### src/rtl/tx_fifo_rd_drain.sv
// tx_fifo_rd_drain: read-side drain stage of the TX packet data FIFO.
// Pops words from FIFO storage (one cycle read latency) into a 2-entry skid
// buffer and presents them on a valid/ready stream to the MAC. A packet starts
// when a complete packet is committed or enough words are buffered. An
// inter-packet gap is forced after every EOP word.
module tx_fifo_rd_drain #(
    parameter int DATA_W       = 64,
    parameter int ADDR_W       = 5,
    parameter int START_THRESH = 8,
    parameter int IPG_CYCLES   = 3
) (
    input  logic              clk,
    input  logic              rst,
    input  logic [ADDR_W:0]   i_wr_ptr,
    input  logic              i_pkt_commit,
    output logic              o_mem_rd_en,
    output logic [ADDR_W-1:0] o_mem_rd_addr,
    input  logic [DATA_W:0]   i_mem_rd_data,
    output logic [ADDR_W:0]   o_rd_ptr,
    output logic              o_out_valid,
    output logic [DATA_W-1:0] o_out_data,
    output logic              o_out_last,
    input  logic              i_out_ready,
    output logic              o_busy,
    output logic              o_underrun,
    output logic [15:0]       o_underrun_cnt
);

    localparam logic [ADDR_W:0] PTR_ZERO   = {(ADDR_W+1){1'b0}};
    localparam logic [ADDR_W:0] PTR_ONE    = {{ADDR_W{1'b0}}, 1'b1};
    localparam logic [ADDR_W:0] THRESH     = (ADDR_W+1)'(START_THRESH);
    localparam logic [7:0]      IPG_LAST   = 8'(IPG_CYCLES - 1);

    typedef enum logic [1:0] {
        ST_IDLE   = 2'd0,
        ST_STREAM = 2'd1,
        ST_IPG    = 2'd2
    } state_t;

    state_t            r_state;
    logic [ADDR_W:0]   r_rd_ptr;
    logic [DATA_W:0]   r_skid [2];
    logic [1:0]        r_skid_cnt;
    logic              r_inflight;
    logic              r_eop_fetched;
    logic              r_sent;
    logic [ADDR_W:0]   r_pending;
    logic [7:0]        r_ipg_cnt;
    logic              r_underrun;
    logic [15:0]       r_underrun_cnt;

    logic [ADDR_W:0]   w_occ;
    logic              w_xfer;
    logic              w_xfer_last;
    logic              w_ret_eop;
    logic [2:0]        w_slots;
    logic              w_rd_en;
    logic              w_underrun;

    // Occupancy uses the wrap bit so that full and empty are distinguishable.
    assign w_occ       = i_wr_ptr - r_rd_ptr;
    assign w_xfer      = (r_skid_cnt != 2'd0) & i_out_ready;
    assign w_xfer_last = w_xfer & r_skid[0][DATA_W];
    // EOP arriving from storage stops prefetch in the very cycle it returns,
    // so nothing beyond the packet end is ever read.
    assign w_ret_eop   = r_inflight & i_mem_rd_data[DATA_W];
    // Words held or owed after this cycle's pop; a pop frees a slot for a
    // same-cycle issue, which is what sustains one word per cycle.
    assign w_slots     = {1'b0, r_skid_cnt} + {2'b00, r_inflight} - {2'b00, w_xfer};
    assign w_rd_en     = ~rst & (r_state == ST_STREAM) & (w_occ != PTR_ZERO)
                         & ~r_eop_fetched & ~w_ret_eop & (w_slots < 3'd2);
    // Starvation only counts once a word of the packet has gone out; r_sent
    // is cleared on each event so one dry spell is reported once.
    assign w_underrun  = (r_state == ST_STREAM) & i_out_ready & (r_skid_cnt == 2'd0)
                         & ~r_inflight & (w_occ == PTR_ZERO) & r_sent;

    assign o_mem_rd_en    = w_rd_en;
    assign o_mem_rd_addr  = r_rd_ptr[ADDR_W-1:0];
    assign o_rd_ptr       = r_rd_ptr;
    assign o_out_valid    = (r_skid_cnt != 2'd0);
    assign o_out_data     = r_skid[0][DATA_W-1:0];
    assign o_out_last     = (r_skid_cnt != 2'd0) & r_skid[0][DATA_W];
    assign o_busy         = (r_state != ST_IDLE);
    assign o_underrun     = r_underrun;
    assign o_underrun_cnt = r_underrun_cnt;

    // Read pointer advance and one-deep in-flight tracking of storage reads.
    always_ff @(posedge clk) begin
        if (rst) begin
            r_rd_ptr   <= PTR_ZERO;
            r_inflight <= 1'b0;
        end else begin
            r_inflight <= w_rd_en;
            if (w_rd_en) begin
                r_rd_ptr <= r_rd_ptr + PTR_ONE;
            end
        end
    end

    // Two-entry skid buffer: returned words push in, stream transfers pop the head.
    always_ff @(posedge clk) begin
        if (rst) begin
            r_skid_cnt <= 2'd0;
            r_skid[0]  <= {(DATA_W+1){1'b0}};
            r_skid[1]  <= {(DATA_W+1){1'b0}};
        end else begin
            case ({r_inflight, w_xfer})
                2'b10: begin
                    if (r_skid_cnt == 2'd0) begin
                        r_skid[0] <= i_mem_rd_data;
                    end else begin
                        r_skid[1] <= i_mem_rd_data;
                    end
                    r_skid_cnt <= r_skid_cnt + 2'd1;
                end
                2'b01: begin
                    r_skid[0]  <= r_skid[1];
                    r_skid_cnt <= r_skid_cnt - 2'd1;
                end
                2'b11: begin
                    if (r_skid_cnt == 2'd2) begin
                        r_skid[0] <= r_skid[1];
                        r_skid[1] <= i_mem_rd_data;
                    end else begin
                        r_skid[0] <= i_mem_rd_data;
                    end
                end
                default: begin
                end
            endcase
        end
    end

    // Count of committed packets not yet fully sent; never drops below zero.
    always_ff @(posedge clk) begin
        if (rst) begin
            r_pending <= PTR_ZERO;
        end else begin
            case ({i_pkt_commit, w_xfer_last})
                2'b10: r_pending <= r_pending + PTR_ONE;
                2'b01: begin
                    if (r_pending != PTR_ZERO) begin
                        r_pending <= r_pending - PTR_ONE;
                    end
                end
                default: begin
                end
            endcase
        end
    end

    // Packet sequencing: wait for a start condition, stream to EOP, hold the gap.
    always_ff @(posedge clk) begin
        if (rst) begin
            r_state       <= ST_IDLE;
            r_ipg_cnt     <= 8'd0;
            r_eop_fetched <= 1'b0;
            r_sent        <= 1'b0;
        end else begin
            case (r_state)
                ST_IDLE: begin
                    r_eop_fetched <= 1'b0;
                    r_sent        <= 1'b0;
                    if ((r_pending != PTR_ZERO) || (w_occ >= THRESH)) begin
                        r_state <= ST_STREAM;
                    end
                end
                ST_STREAM: begin
                    if (w_ret_eop) begin
                        r_eop_fetched <= 1'b1;
                    end
                    if (w_xfer_last) begin
                        r_eop_fetched <= 1'b0;
                        r_sent        <= 1'b0;
                        r_ipg_cnt     <= 8'd0;
                        if (IPG_CYCLES == 0) begin
                            r_state <= ST_IDLE;
                        end else begin
                            r_state <= ST_IPG;
                        end
                    end else if (w_underrun) begin
                        r_sent <= 1'b0;
                    end else if (w_xfer) begin
                        r_sent <= 1'b1;
                    end
                end
                ST_IPG: begin
                    if (r_ipg_cnt == IPG_LAST) begin
                        r_state <= ST_IDLE;
                    end else begin
                        r_ipg_cnt <= r_ipg_cnt + 8'd1;
                    end
                end
                default: begin
                    r_state <= ST_IDLE;
                end
            endcase
        end
    end

    // Underrun pulse and its saturating event counter.
    always_ff @(posedge clk) begin
        if (rst) begin
            r_underrun     <= 1'b0;
            r_underrun_cnt <= 16'd0;
        end else begin
            r_underrun <= w_underrun;
            if (w_underrun && (r_underrun_cnt != 16'hFFFF)) begin
                r_underrun_cnt <= r_underrun_cnt + 16'd1;
            end
        end
    end

endmodule

### config.mk
export PLATFORM = sky130hd
export DESIGN_NAME = tx_fifo_rd_drain
export DESIGN_NICKNAME = d
export VERILOG_FILES = /design/src/rtl/tx_fifo_rd_drain.sv
export SDC_FILE = /design/constraint.sdc
export NUM_CORES = 1
export LEC_CHECK = 0
export CAP_MARGIN = 20
export CORE_MARGIN = 2
export CORE_UTILIZATION = 51
export CTS_CLUSTER_DIAMETER = 40
export DETAILED_ROUTE_END_ITERATION = 10
export PLACE_DENSITY_LB_ADDON = 0.05
export SLEW_MARGIN = 20
export SYNTH_ARGS = -nofsm -noshare
export SYNTH_HDL_FRONTEND = slang
export SYNTH_SLANG_ARGS = --single-unit
### constraint.sdc
create_clock -name clk -period 6.3 [get_ports clk]
set_input_delay 1.26 -clock clk [delete_from_list [all_inputs] [get_ports clk]]
set_output_delay 1.26 -clock clk [all_outputs]
set_load 0.02 [all_outputs]
Yosys cells after proc, flatten, opt, wreduce, memory -nomap -nowiden
Memories as Yosys holds them, arrays and structs flattened. Index checks and enable logic that the tools add are counted.

Add/sub/neg operators: 10. $mul: 0. Div/mod/pow operators: 0. Order comparisons: 2. Eq/ne operators: 17. Shifts and indexed selects: 0. Multiplexer cells: 44. Bitwise operators: 24. Reduce and logical (&&, ||, !) cells: 18.

Operators with widths (count): $mux W65 (6); $mux W1 (26); $add A16 B1 Y16 const B (1); $mux W8 (2); $ne A16 B16 Y1 const B (1); $pmux W8 S2 (1); $and A1 B1 Y1 (14); $add A6 B1 Y6 const B (2); $pmux W6 S2 (1); $reduce_bool A2 Y1 (6); $reduce_bool A6 Y1 (2); $eq A2 B2 Y1 const B (5); $ne A2 B2 Y1 const B (5); $add A8 B1 Y8 const B (1); $eq A8 B2 Y1 const B (1); $eq A2 B1 Y1 const B (3); $ge A6 B4 Y1 const B (1); $logic_not A6 Y1 (1); $mux W2 (3); $mux W6 (1); $or A1 B1 Y1 (6); $pmux W2 S3 (1); $reduce_and A2 Y1 (3); $reduce_and A3 Y1 (2); 15 further kinds (20).

Register bits: 44. Latch bits: 0. Memory bits (writable): 130. Memory bits (read-only): 0. Input bits: 75. Output and inout bits: 96. Memories kept: 1.

Memories: r_skid (words 2, bits a word 65, rd ports 2, clocked after memory_dff 0, write ports 2, line 42) `logic [DATA_W:0] r_skid [2];`.

Longest topological paths before layout
Depth in word-level cells: 10. Gate-level depth with buffers: 12.

Least setup slack after synthesis
OpenSTA, ideal clock, no wires.

Path type: input to register. From: in i_out_ready. To: mem r_skid[1][0] in the netlist's numbering (enable). Arrival: 4860 ps. Required time: 5799 ps. Slack: 939 ps. Cell stages on the path: 6. Cell sequence: nand2_1 > inv_1 > ha_1 > nor2b_1 > a21oi_1 > o21bai_1.

RTL lines: from (decl) (line 23) `input logic i_out_ready,`; to (decl) (line 42).

Worst setup path after layout
From: in i_out_ready. To: out o_mem_rd_en.

Word-level cells in the longest chain between the ends: 4.

Ends and longest elaborated chain: $and A1 B1 Y1 (line 62) `assign w_xfer = (r_skid_cnt != 2'd0) & i_out_ready;`; $sub A3 B1 Y3 (line 69) `assign w_slots = {1'b0, r_skid_cnt} + {2'b00, r_inflight} - {2'b00, w_xfer};`; $lt A3 B2 Y1 (line 71) `& ~r_eop_fetched & ~w_ret_eop & (w_slots < 3'd2);`; $and A1 B1 Y1 (line 71); to (decl) (line 16) `output logic o_mem_rd_en,`.

No other way between the ends.

==> flow_summary.toml <==
[synthesis]
syn_inst = 665
synth_area_um2 = 8070
synth_top_area_share_pct = 48.4
synth_ff_type = "edfxtp_1"
syn_area_per_cell_um2 = 12.1
yosysSeqAreaShare_pct = 59.3
ys_ff_latch = 174
synthTopCellsByArea = "edfxtp_1, dfxtp_1, a22o_1, buf_4, and2_1"
synth-edff-count = 130
yosys.area.top_type = "edfxtp_1"
synthArstFlopShare_pct = 0
yosys_warnings = 0
synth_fp_nets = 759
ys_types = 52

[timing]
setup_viol = 0
fin_setup_tns_ps = 0
hold_violations = 0
skew_ps = 9.40
maxSlewHeadroom_pct = 38.1
tightestPinTransition_ps = 926
maxSlewViolCount = 0
rsz0062_at_grt = "no"
post-route-period-util_pct = 88.0
period_minus_slack_ps = 5550
fmax_ghz = 0.180

[clock_network]
hold_buffers = 0
cts_max_path_buffers = 2
clkSinkCount = 174
cts_made_buffers = 17
cts_tree = "done"
h-tree-depth = 4
cts-root-buf = "clkbuf_16"
cts_setup_buffers = 0
clock_latency_ps = 420
cts-resized-gates = 0
clkTransAtPathRegs_ps = 70

[critical_path]
cp-start-kind = "input pin"
arrival_ps = 4290
cp.required_ps = 5040
cp-end-kind = "primary output"
r2r-start = "r_skid_cnt[1]"
crit_fanout = 5
crit_type = "input pin to primary output"
crit_start = "i_out_ready"

[cells_and_area]
final_area_um2 = 10000
area_delta_synth_final_pct = 24.6
diodes = 0
layout_commonest_cell = "clkdlybuf4s50_1"
layout_common_cells = "clkdlybuf4s50_1, edfxtp_1, a22o_1, and2_1, dfxtp_1"
layout.nets = 853
layout-drive-gt1-share_pct = 7.25

[die]
die_h_um = 130
die_w_um = 130
fp.coreArea_um2 = 15300
die_area_um2 = 16800
rows = 45
start_util_pct = 52.7
top_level_ports = 171

[detailed_routing]
num_vias = 5253
drtIter0Drc = 314
wl_per_cell_um = 16.6
antenna_left = 0
drt_first_pass_iters = 4
vias_per_cell = 5.34
drc_errors = 0
wl_um = 16300

[power_and_ir_drop]
clock_power_share_pct = 27.7
swShare_pct = 30.0
max-vdd-ir-drop_v = 0.000217
p_switching_mw = 1.12
comb_power_share_pct = 28.2
internal-power_mw = 2.63
seq_power_share_pct = 44.1
p_leak_nw = 3.64
powerDensity_nw_per_um2 = 373
total_power_mw = 3.75

[global_route]
grt_use_total_pct = 19.9
grt_pass1_wl_um = 26000
grt_start_max_net_pins = 66
antenna_found_initial = 0
grt-ovfl-total = 0
grt_pass1_vias = 5230

[worst_hold_path]
hold_path.class = "register to register"
hold_start = "o_underrun_cnt[11]"

[placement]
io_buffers = 170
placed_area_um2 = 9460
place_congestion = 0.860
dp_hpwl_um = 10700

[job]
maxCapViolations = 0

[status]
status = "complete, no violations"
-- power groups by stage --
| stage | Combinational [mW] | Sequential, mW | Clock [mW] |
|---|---|---|---|
| floorplan | 0.787 | 1.66 | 0 |
| global placement | 1.04 | 1.67 | 0 |
| detailed placement | 1.07 | 1.68 | 0 |
| CTS | 1.07 | 1.66 | 1.06 |
| global route | 1.14 | 1.68 | 1.10 |
| finish | 1.06 | 1.65 | 1.04 |
-- path summary, 6_finish.rpt --
kind,cells past startpoint,end,slack [ps]
setup / recovery,10,o_mem_rd_en,750
setup reg to reg,9,r_skid[1][0],2970
hold / removal,2,o_underrun_cnt[11],510
hold reg to reg,2,o_underrun_cnt[11],510
-- critical path: stages --
cell and delay [ps]:
clkdlybuf4s50_1 450, nand2_1 130, inv_1 70, ha_1 330, nand2b_1 180, fa_1 380, xnor2_1 150, nand4_1 210
a21oi_1 430, clkdlybuf4s50_1 690
-- synth_stat cells, types with 3 or more instances --
cell type and instances:
a211oi_1 3, buf_4 69, xor2_1 7, clkbuf_1 20, a22o_1 65, o31ai_1 4
xnor2_1 13, or3_1 8, mux2i_1 4, nand4_1 5, nand3_1 13, nor2_1 39
nor3_1 10, buf_1 8, and2_1 65, dfxtp_1 44, o21ai_0 11, or4_1 4
ha_1 17, or3_2 4, a21oi_1 33, nand2_1 18, nand2b_1 4, inv_1 25
a2111oi_0 5, buf_6 3, or2_2 3, edfxtp_1 130
-- metrics by stage --
stage                     instances  worst slack (ps)  utilization, %  hold slack [ps]
after floorplan                 665               939               -              476
after global placement          951               857            61.7              484
after detailed placement        951               768            61.7              510
after CTS                       983               762            65.6              519
after global routing            983               558            65.6              546
final                           983               754            65.6              513
-- area by class of cell --
| cell class | count | area (µm²) |
|---|---|---|
| clock inverter | 15 | 164 |
| sequential | 174 | 4780 |
| fill | 1194 | 5270 |
| clock buffer | 17 | 425 |
| inverter | 25 | 93.8 |
| timing repair buffer | 176 | 1750 |
| tap | 211 | 264 |
| multi-input combinational | 365 | 2570 |
-- flip-flops by register name, indices dropped and copies added, names as in the netlist, 2 cells and up --
register	cells
r_ipg_cnt	8
r_state	2
o_underrun_cnt	16
o_rd_ptr	6
r_skid	130
r_skid_cnt	2
r_pending	6
-- per-layer routing --
metal  vias up  global-route usage, %  part of all wire [%]
met2       132                   32.8                    48
met4         0                   6.83                   1.7
met5         -                      0                     0
li1       2527                      -                     -
met1      2575                   26.0                    46
met3        19                   4.72                   4.6
-- kinds of logic after synthesis --
family	count (synthesis)	synth area share, %
DFF	174	59.3
muxes	4	0.496
adders and majority gates	19	3.13
and+or+nand+nor	187	12.9
buffers and inverters	126	9.37
xor gates and xnor gates	20	2.17
AOI/OAI and AO/OA	135	12.6
Power figures use the tool's default switching activity.
